==> src/rtl/vga_pkg.sv <==
// Shared VGA constants, colour type, palette and per-rectangle reset state.
// Pure definitions: no latency, no flow control.
package vga_pkg;

  localparam int COLOR_BITS = 3;
  localparam int H_ACTIVE   = 640;
  localparam int V_ACTIVE   = 480;
  localparam int POS_W      = 11;

  typedef struct packed {
    logic [COLOR_BITS-1:0] r;
    logic [COLOR_BITS-1:0] g;
    logic [COLOR_BITS-1:0] b;
  } rgb_t;

  // Every palette entry is full scale or off per channel, so a {r,g,b} mask is exact.
  function automatic logic [2:0] palette_mask(input int i);
    case (i)
      0:       return 3'b111;
      1:       return 3'b100;
      2:       return 3'b010;
      default: return 3'b001;
    endcase
  endfunction

  function automatic rgb_t palette(input int i);
    rgb_t       c;
    logic [2:0] m;
    m   = palette_mask(i);
    c.r = {COLOR_BITS{m[2]}};
    c.g = {COLOR_BITS{m[1]}};
    c.b = {COLOR_BITS{m[0]}};
    return c;
  endfunction

  function automatic logic [POS_W-1:0] rst_x(input int i);
    return POS_W'(50 + 80 * i);
  endfunction

  function automatic logic [POS_W-1:0] rst_y(input int i);
    return POS_W'(50 + 40 * i);
  endfunction

  // 1 = right/down; odd rectangles start heading left/up.
  function automatic logic rst_dir(input int i);
    return (i % 2) == 0;
  endfunction

endpackage

==> src/rtl/vga_rect_mover.sv <==
// One rectangle: position/direction state with edge bounce, plus combinational hit test.
// Position steps on i_Update only; hit is same-cycle on col/row.
module vga_rect_mover
  import vga_pkg::*;
#(
  parameter int IDX         = 0,
  parameter int ACTIVE_COLS = 640,
  parameter int ACTIVE_ROWS = 480,
  parameter int RECT_W      = 20,
  parameter int RECT_H      = 100,
  parameter int SPEED       = 1
) (
  input  logic       i_Clk,
  input  logic       i_Rst_L,
  input  logic       i_Update,
  input  logic [9:0] i_Col_Count,
  input  logic [9:0] i_Row_Count,
  output logic       o_Hit
);

  localparam logic [POS_W-1:0] STEP  = POS_W'(SPEED);
  localparam logic [POS_W-1:0] W     = POS_W'(RECT_W);
  localparam logic [POS_W-1:0] H     = POS_W'(RECT_H);
  localparam logic [POS_W-1:0] COLS  = POS_W'(ACTIVE_COLS);
  localparam logic [POS_W-1:0] ROWS  = POS_W'(ACTIVE_ROWS);
  localparam logic [POS_W-1:0] MAX_X = POS_W'(ACTIVE_COLS - RECT_W);
  localparam logic [POS_W-1:0] MAX_Y = POS_W'(ACTIVE_ROWS - RECT_H);

  logic [POS_W-1:0] x_q, x_d, y_q, y_d;
  logic             dx_q, dx_d, dy_q, dy_d;
  logic [POS_W-1:0] c, r;

  // Returns {next_pos, next_dir}; clamps to the edge and reverses instead of overshooting.
  function automatic logic [POS_W:0] step(input logic [POS_W-1:0] pos, input logic dir,
                                          input logic [POS_W-1:0] lim);
    logic [POS_W-1:0] nxt;
    if (dir) begin
      nxt = pos + STEP;
      if (nxt > lim) return {lim, 1'b0};
      return {nxt, 1'b1};
    end
    if (pos < STEP) return {POS_W'(0), 1'b1};
    return {pos - STEP, 1'b0};
  endfunction

  always_comb begin
    {x_d, dx_d} = {x_q, dx_q};
    {y_d, dy_d} = {y_q, dy_q};
    if (i_Update) begin
      {x_d, dx_d} = step(x_q, dx_q, MAX_X);
      {y_d, dy_d} = step(y_q, dy_q, MAX_Y);
    end
  end

  always_ff @(posedge i_Clk or negedge i_Rst_L) begin
    if (!i_Rst_L) begin
      x_q  <= rst_x(IDX);
      y_q  <= rst_y(IDX);
      dx_q <= rst_dir(IDX);
      dy_q <= rst_dir(IDX);
    end else begin
      x_q  <= x_d;
      y_q  <= y_d;
      dx_q <= dx_d;
      dy_q <= dy_d;
    end
  end

  assign c = {1'b0, i_Col_Count};
  assign r = {1'b0, i_Row_Count};

  assign o_Hit = (c >= x_q) && (c < x_q + W) && (r >= y_q) && (r < y_q + H) &&
                 (c < COLS) && (r < ROWS);

endmodule

==> src/rtl/vga_rect_bouncer.sv <==
// Bouncing-rectangle pattern source; colour and tick registered 1 cycle after col/row, no backpressure.
// VGA_RECT_COLLIDE_EN adds overlap inversion and a per-frame o_Collision flag.
module vga_rect_bouncer
  import vga_pkg::*;
#(
  parameter int COLOR_BITS  = vga_pkg::COLOR_BITS,
  parameter int NUM_RECTS   = 2,
  parameter int ACTIVE_COLS = H_ACTIVE,
  parameter int ACTIVE_ROWS = V_ACTIVE,
  parameter int RECT_W      = 20,
  parameter int RECT_H      = 100,
  parameter int SPEED       = 1,
  parameter int FRAME_DIV   = 1
) (
  input  logic                  i_Clk,
  input  logic                  i_Rst_L,
  input  logic [9:0]            i_Col_Count,
  input  logic [9:0]            i_Row_Count,
  input  logic                  i_Enable,
  output logic [COLOR_BITS-1:0] o_Red_Video,
  output logic [COLOR_BITS-1:0] o_Grn_Video,
  output logic [COLOR_BITS-1:0] o_Blu_Video,
  output logic                  o_Frame_Tick,
  output logic                  o_Collision
);

  localparam int               DIV_W    = (FRAME_DIV > 1) ? $clog2(FRAME_DIV) : 1;
  localparam logic [DIV_W-1:0] DIV_LAST = DIV_W'(FRAME_DIV - 1);

  logic [DIV_W-1:0]      div_q, div_d;
  logic                  strobe, update, tick_q;
  logic [NUM_RECTS-1:0]  hit;
  logic [2:0]            win_m, pix_m;
  logic [COLOR_BITS-1:0] red_q, grn_q, blu_q;

  // First blanking line start: the whole visible frame has been scanned out.
  assign strobe = (i_Col_Count == 10'd0) && (i_Row_Count == 10'(ACTIVE_ROWS));
  assign update = strobe && i_Enable && (div_q == DIV_LAST);

  always_comb begin
    div_d = div_q;
    if (strobe && i_Enable) div_d = (div_q == DIV_LAST) ? '0 : div_q + 1'b1;
  end

  for (genvar g = 0; g < NUM_RECTS; g++) begin : g_rect
    vga_rect_mover #(
      .IDX        (g),
      .ACTIVE_COLS(ACTIVE_COLS),
      .ACTIVE_ROWS(ACTIVE_ROWS),
      .RECT_W     (RECT_W),
      .RECT_H     (RECT_H),
      .SPEED      (SPEED)
    ) u_mover (
      .i_Clk      (i_Clk),
      .i_Rst_L    (i_Rst_L),
      .i_Update   (update),
      .i_Col_Count(i_Col_Count),
      .i_Row_Count(i_Row_Count),
      .o_Hit      (hit[g])
    );
  end

  // Descending scan so the lowest-index hit is written last and wins.
  always_comb begin
    win_m = 3'b000;
    for (int i = NUM_RECTS - 1; i >= 0; i--)
      if (hit[i]) win_m = palette_mask(i);
  end

`ifdef VGA_RECT_COLLIDE_EN
  logic multi, flag_q, coll_q;

  assign multi = (hit & (hit - NUM_RECTS'(1))) != '0;
  assign pix_m = multi ? ~win_m : win_m;

  always_ff @(posedge i_Clk or negedge i_Rst_L) begin
    if (!i_Rst_L) begin
      flag_q <= 1'b0;
      coll_q <= 1'b0;
    end else if (strobe) begin
      coll_q <= flag_q;
      flag_q <= 1'b0;
    end else if (multi) begin
      flag_q <= 1'b1;
    end
  end

  assign o_Collision = coll_q;
`else
  assign pix_m       = win_m;
  assign o_Collision = 1'b0;
`endif

  always_ff @(posedge i_Clk or negedge i_Rst_L) begin
    if (!i_Rst_L) begin
      div_q  <= '0;
      tick_q <= 1'b0;
      red_q  <= '0;
      grn_q  <= '0;
      blu_q  <= '0;
    end else begin
      div_q  <= div_d;
      tick_q <= update;
      red_q  <= {COLOR_BITS{pix_m[2]}};
      grn_q  <= {COLOR_BITS{pix_m[1]}};
      blu_q  <= {COLOR_BITS{pix_m[0]}};
    end
  end

  assign o_Red_Video  = red_q;
  assign o_Grn_Video  = grn_q;
  assign o_Blu_Video  = blu_q;
  assign o_Frame_Tick = tick_q;

endmodule

==> config.mk <==
export PLATFORM = sky130hd
export DESIGN_NAME = vga_rect_bouncer
export DESIGN_NICKNAME = d
export VERILOG_FILES = /design/src/rtl/vga_pkg.sv /design/src/rtl/vga_rect_mover.sv /design/src/rtl/vga_rect_bouncer.sv
export SDC_FILE = /design/constraint.sdc
export NUM_CORES = 1
export LEC_CHECK = 0
export ABC_AREA = 0
export CAP_MARGIN = 20
export CORE_MARGIN = 1
export CORE_UTILIZATION = 45
export DETAILED_ROUTE_END_ITERATION = 8
export GPL_ROUTABILITY_DRIVEN = 0
export PLACE_DENSITY = 0.65
export SYNTH_ARGS = -nofsm -noshare
export SYNTH_HDL_FRONTEND = slang
export SYNTH_SLANG_ARGS = --single-unit
==> constraint.sdc <==
create_clock -name i_Clk -period 2.5 [get_ports i_Clk]
set_clock_uncertainty 0.1 [all_clocks]
set_input_delay 0.25 -clock i_Clk [delete_from_list [all_inputs] [get_ports i_Clk]]
set_output_delay 0.25 -clock i_Clk [all_outputs]
set_load 0.05 [all_outputs]
# [After elaboration in Yosys (flattened, before gate mapping)]
# Cells that the tools add are included.
[word_totals] mem_count=0 reg_bits=53 mem_bits_rw=0 latchBits=0 input_bits=23 rom_bits=0
[op_classes] addsub=13 order_cmp=18 eq_ne=1 n_reduce_logical=14 div_mod_pow=0 multipliers=0 muxes=59 n_bitwise=1 shifts=0
[op_table] op="$mux 12" n=24
[op_table] op="$add 11x1->11 const B" n=4
[op_table] op="$ge 10x11->1" n=4
[op_table] op="$lt 10x11->1" n=4
[op_table] op="$lt 11x1->1 const B" n=4
[op_table] op="$sub 11x1->11 const B" n=4
[op_table] op="$mux 1" n=33
[op_table] op="$add 11x5->11 const B" n=2
[op_table] op="$add 11x7->11 const B" n=2
[op_table] op="$gt 11x10->1 const B" n=2
[op_table] op="$gt 11x9->1 const B" n=2
[op_table] op="$logic_and 1x1->1" n=13
[op_table] op="$eq 10x9->1 const B" n=1
[op_table] op="$logic_not 10->1" n=1
[op_table] op="$lt 10x10->1 const B" n=1
[op_table] op="$lt 10x9->1 const B" n=1
[op_table] op="$mux 3" n=2
[op_table] op="$add 1x1->1 const B" n=1
[op_table] op="$not 1->1" n=1

# [Depth between registers and ports, before layout]
[depth] word_depth=10 depth_mapped=12 ltp_nobuf=12

# [Cells and area by module]
# A second synthesis with hierarchy kept.
[hier_totals] hier_cells=836 area_unflattened_um2=6789.0
[modules_own_cells] mod="vga_rect_mover at g_rect[1].u_mover" area_per_inst_um2=3300.7 instances=1 cells_each=406 seq_area_each_um2=608.1
[modules_own_cells] mod="vga_rect_mover at g_rect[0].u_mover" area_per_inst_um2=3286.9 instances=1 cells_each=408 seq_area_each_um2=610.6
[modules_own_cells] mod="vga_rect_bouncer" area_per_inst_um2=201.4 instances=1 cells_each=22 seq_area_each_um2=75.1

# [Least setup slack after synthesis]
# OpenSTA, ideal clock, no wires.
[synth_path] path_type="reg-to-reg" start="register g_rect[1].u_mover.y_q[3]" end="register, netlist name o_Red_Video[0]" setup_slack_ps=-176 arrival_time_ps=2466 synth_period_minus_slack_ps=2676 path_stages_with_launch=12 t_required_ps=2290 n_path_buf=0 path_cell_list="dfstp_2 -> ha_1 -> nand2_1 -> nand2_1 -> nand2_1 -> xnor2_1 -> ha_1 -> a22o_1 -> nor4_1 -> o21ai_0 -> a211o_1 -> o41ai_1"
[synth_between] elab_chain_len=7 word_cells_on_any_way=9 classes_between="add/sub: 1; order compare: 2; mux: 2; reduce/logical: 4"
[synth_rtl] item="start: declaration" line_no="vga_rect_mover.sv:29" text="logic [POS_W-1:0] x_q, x_d, y_q, y_d;"
[synth_rtl] item="start signal: assignment" line_no="vga_rect_mover.sv:58" text="y_q <= rst_y(IDX);"
[synth_rtl] item="start signal: assignment" line_no="vga_rect_mover.sv:63" text="y_q <= y_d;"
[synth_rtl] item="$add 11x7->11 or $ge 10x11->1 (tied branches)" line_no="vga_rect_mover.sv:72" text="assign o_Hit = (c >= x_q) && (c < x_q + W) && (r >= y_q) && (r < y_q + H) &&"
[synth_rtl] item="$lt 10x11->1 or $logic_and 1x1->1 (tied branches)" line_no="vga_rect_mover.sv:72"
[synth_rtl] item="$logic_and 1x1->1 (*) (2 in a row)" line_no="vga_rect_mover.sv:72"
[synth_rtl] item="$logic_and 1x1->1 (*)" line_no="vga_rect_mover.sv:73" text="(c < COLS) && (r < ROWS);"
[synth_rtl] item="$mux 3 (*) (2 in a row)" line_no="vga_rect_bouncer.sv:67" text="if (hit[i]) win_m = palette_mask(i);"
[synth_rtl] item="net pix_m[2]" line_no="vga_rect_bouncer.sv:33" text="logic [2:0] win_m, pix_m;"
# The timed path passes the listed nets; every way through them passes the cells marked *.
# A chain may end at the register's enable or synchronous reset.

# [Final worst setup path]
[layout_path] start="register g_rect[1].u_mover.y_q[3]" end="register, netlist name o_Red_Video[0]"
[layout_between] elab_chain_len=7 word_cells_on_any_way=9 classes_between="add/sub: 1; order compare: 2; mux: 2; reduce/logical: 4"
[layout_rtl] item="$add 11x7->11 or $ge 10x11->1 (tied branches)" line_no="vga_rect_mover.sv:72"
[layout_rtl] item="$lt 10x11->1 or $logic_and 1x1->1 (tied branches)" line_no="vga_rect_mover.sv:72"
[layout_rtl] item="$logic_and 1x1->1 (*) (2 in a row)" line_no="vga_rect_mover.sv:72"
[layout_rtl] item="$logic_and 1x1->1 (*)" line_no="vga_rect_mover.sv:73"
[layout_rtl] item="$mux 3 (*) (2 in a row)" line_no="vga_rect_bouncer.sv:67"
[layout_rtl] item="net pix_m[2]" line_no="vga_rect_bouncer.sv:33"
# Marked as above.

==> metrics.csv <==
metric,value,unit
vias,6826,
first-pass GRT wire length,31700,µm
vias per inst,6.00,
TritonCTS Sinks,51,
Initial Utilization,46.7,%
"EDFF count, synth",0,
Place WS,-0.161,ns
Pre-Repair DR Iteration Count,5,
Die ar.,15000,µm²
Max-cap violations,0,
CP startpoint kind,flop,
Cell Rows,43,
busiest grt layer,met2,
ys async rst share,100,%
Clock Root Buffer,clkbuf_16,
n_diodes,0,
final antenna-violating net count,0,
layout cells sized above 1,19.3,%
CTS tree,yes,
Tcrit/Tclk final,101,%
Post-Syn Area,6550,µm²
vias in the first global route,6271,
Area contributors post-synth,"ha_1, dfrtp_1, a21oi_1",
grt ovf,0,
Netlist cell types,80,
Slew HR,58.7,%
placed insts,1121,
maximum vdd drop,0.218,mV
Setup WS post-layout,-0.0133,ns
total CTS buffers,5,
Hold WS,0.385,ns
syn nets,973,
Slew @ Worst Pin,0.619,ns
"Hold Violations, Final",0,
leading area contributor after synthesis,ha_1,
DRC viols,0,
most common library cells after synthesis,"ha_1, nand2_1, a21oi_1, o21ai_0, nor2_1",
largest net degree at the start of global routing,29,
GRT met2 Usage,42.3,%
RSZ-0062 raised after global routing,true,
Final Util,56.9,%
htree depth,2,
Final Slew Violations,0,
clk buf depth,2,
fin crit period,2.51,ns
share of the synthesized area in the top cell type,16.8,%
syn_area_per_cell,7.60,µm²
status,"finished, violations left",
Core ar.,14000,µm²
clock latency on the worst-skew pair,0.31,ns
clock slew at reported path FFs,0.08,ns
Yosys reg bits,51,
worst reg-to-reg path cell count,11,
Critical Path RT,2.62,ns
top_reg_cell synth,dfrtp_1,
register area share after synthesis,19.7,%
fmax,398,MHz
filler cell count,1288,
worst hold path type,in -> async,
Die Ht,123,µm
initial antenna violation count,0,
critical path type,reg -> reg,
Setup-failing EPs final,1,
Worst Path Arrival,2.63,ns
YS warnings,0,
GR Util met3,4.00,%
Routed WL,19600,µm
GRT Total Usage,26.8,%
DR WL/cell,17.2,µm
Pwr per Cell Area,224,nW/µm²
most common cell in the netlist,ha_1,
final net count,1069,
DRT iter0 DRCs,524,
# IOs,34,
"non-filler cells, final",1138,
Lkg Pwr,3.28,nW
Syn Inst Count,862,
port buffer count,32,
met1 global-route usage,37.9,%
dpl hpwl,14800,µm
crit path max fanout,3,
Synth-to-Final Area Change,22.0,%
failing checks,setup timing,
Die Span X,123,µm
Total Neg Setup Slack,-0.0133,ns
Worst setup EP type,flop,
-- routing by layer --
layer  wire length [µm]  share of wire, %
met2               8890                45
met1               9330                48
met4                194              0.99
met3               1140               5.8
met5                  0                 0
-- kinds of logic (layout without fill, tap and decap cells) --
family	Yosys count	count (layout)	synth area share (%)
AO/OA/AOI/OAI	279	279	27.1
other	1	1	0.0572
XOR/XNOR	42	42	5.61
buffers and inverters	112	208	7.58
multiplexers	1	1	0.172
flip-flops	51	51	19.7
AND/OR/NAND/NOR	287	287	22.8
adder cells (fa/ha/maj)	89	89	17.0
-- cell usage in the layout (no fill, tap or decap), types with 4 or more instances in the layout --
cell / instances
dfrtp_1: 37
a211oi_1: 8
or3_1: 6
nor2_1: 58
nand3_1: 22
o31ai_1: 11
o22a_1: 4
o31a_1: 4
ha_1: 85
clkdlybuf4s50_1: 31
nand4_1: 19
xor2_1: 5
nand2b_1: 11
inv_1: 53
xnor2_1: 37
o21ai_0: 65
nor2b_1: 4
o21ai_1: 6
nor3_1: 27
o211ai_1: 7
buf_4: 109
nor3_2: 5
a21oi_1: 76
a31oi_1: 25
dfstp_2: 14
nand2_1: 78
and3_1: 8
o21a_1: 7
and2_1: 4
nor4_1: 8
and4_1: 4
a41oi_1: 4
clkbuf_16: 5
a21o_1: 10
-- final cells by class --
class / instances / area, µm² / area share, %
repair buffers: 146 / 1210 / 15.2
well taps: 180 / 225 / 2.82
inverters: 55 / 206 / 2.58
clock buffers: 7 / 133 / 1.66
flip-flops and latches: 51 / 1290 / 16.2
multi-input cells: 699 / 4920 / 61.5
-- through the flow --
stage               total power (W)  cell area [µm²]
finish                      0.00179             7990
global route                0.00188             7990
CTS                         0.00180             7790
detailed placement          0.00108             7630
global placement            0.00108             7630
floorplan                  0.000960             6570
-- state kept, by name, summed over array words and instances (netlist names) --
signal               cells
g_rect.u_mover.dx_q      2
g_rect.u_mover.dy_q      2
g_rect.u_mover.x_q      22
g_rect.u_mover.y_q      22
o_Blu_Video              1
o_Frame_Tick             1
o_Red_Video              1
-- worst max-delay path: stages (launching register included) --
cell	delay, ns
dfstp_2	0.56
ha_4	0.13
nand2_1	0.08
nand2_1	0.10
nand2_1	0.07
xnor2_1	0.13
ha_1	0.29
a22o_1	0.21
nor4_1	0.16
o21ai_1	0.12
a211o_1	0.31
o41ai_2	0.19
-- path summary, 6_finish.rpt --
check,slack [ns],end,startpoint
setup / recovery,-0.01,o_Red_Video[0]$_DFF_PN0_,g_rect[1].u_mover.y_q[3]$_DFFE_PN1P_
hold / removal,0.39,g_rect[0].u_mover.x_q[2]$_DFFE_PN0P_,i_Rst_L
setup reg to reg,-0.01,o_Red_Video[0]$_DFF_PN0_,g_rect[1].u_mover.y_q[3]$_DFFE_PN1P_
hold reg to reg,0.46,g_rect[0].u_mover.x_q[1]$_DFFE_PN1P_,g_rect[0].u_mover.x_q[1]$_DFFE_PN1P_
max in group asynchronous,1.25,g_rect[1].u_mover.y_q[1]$_DFFE_PN1P_,i_Rst_L
min in group i_Clk,0.46,g_rect[0].u_mover.x_q[1]$_DFFE_PN1P_,g_rect[0].u_mover.x_q[1]$_DFFE_PN1P_
-- timing repair --
item / 4_1_cts / 5_1_grt
setup endpoints to repair: 2 / 25
gates resized for setup: 2 / 34
pin swaps: 0 / 10
hold endpoints to repair: 16 / 0
hold buffers: 1 / 0
buffers inserted: 0 / 9
-- power breakdown --
group	leakage (nW)	internal [W]	switching [W]	total [W]
sequential	0.615	0.000826	0.000000681	0.000827
combinational	2.60	0.000116	0.000136	0.000252
clock	0.0640	0.000369	0.000346	0.000715
Note: power is estimated with default switching activity, not from simulation.
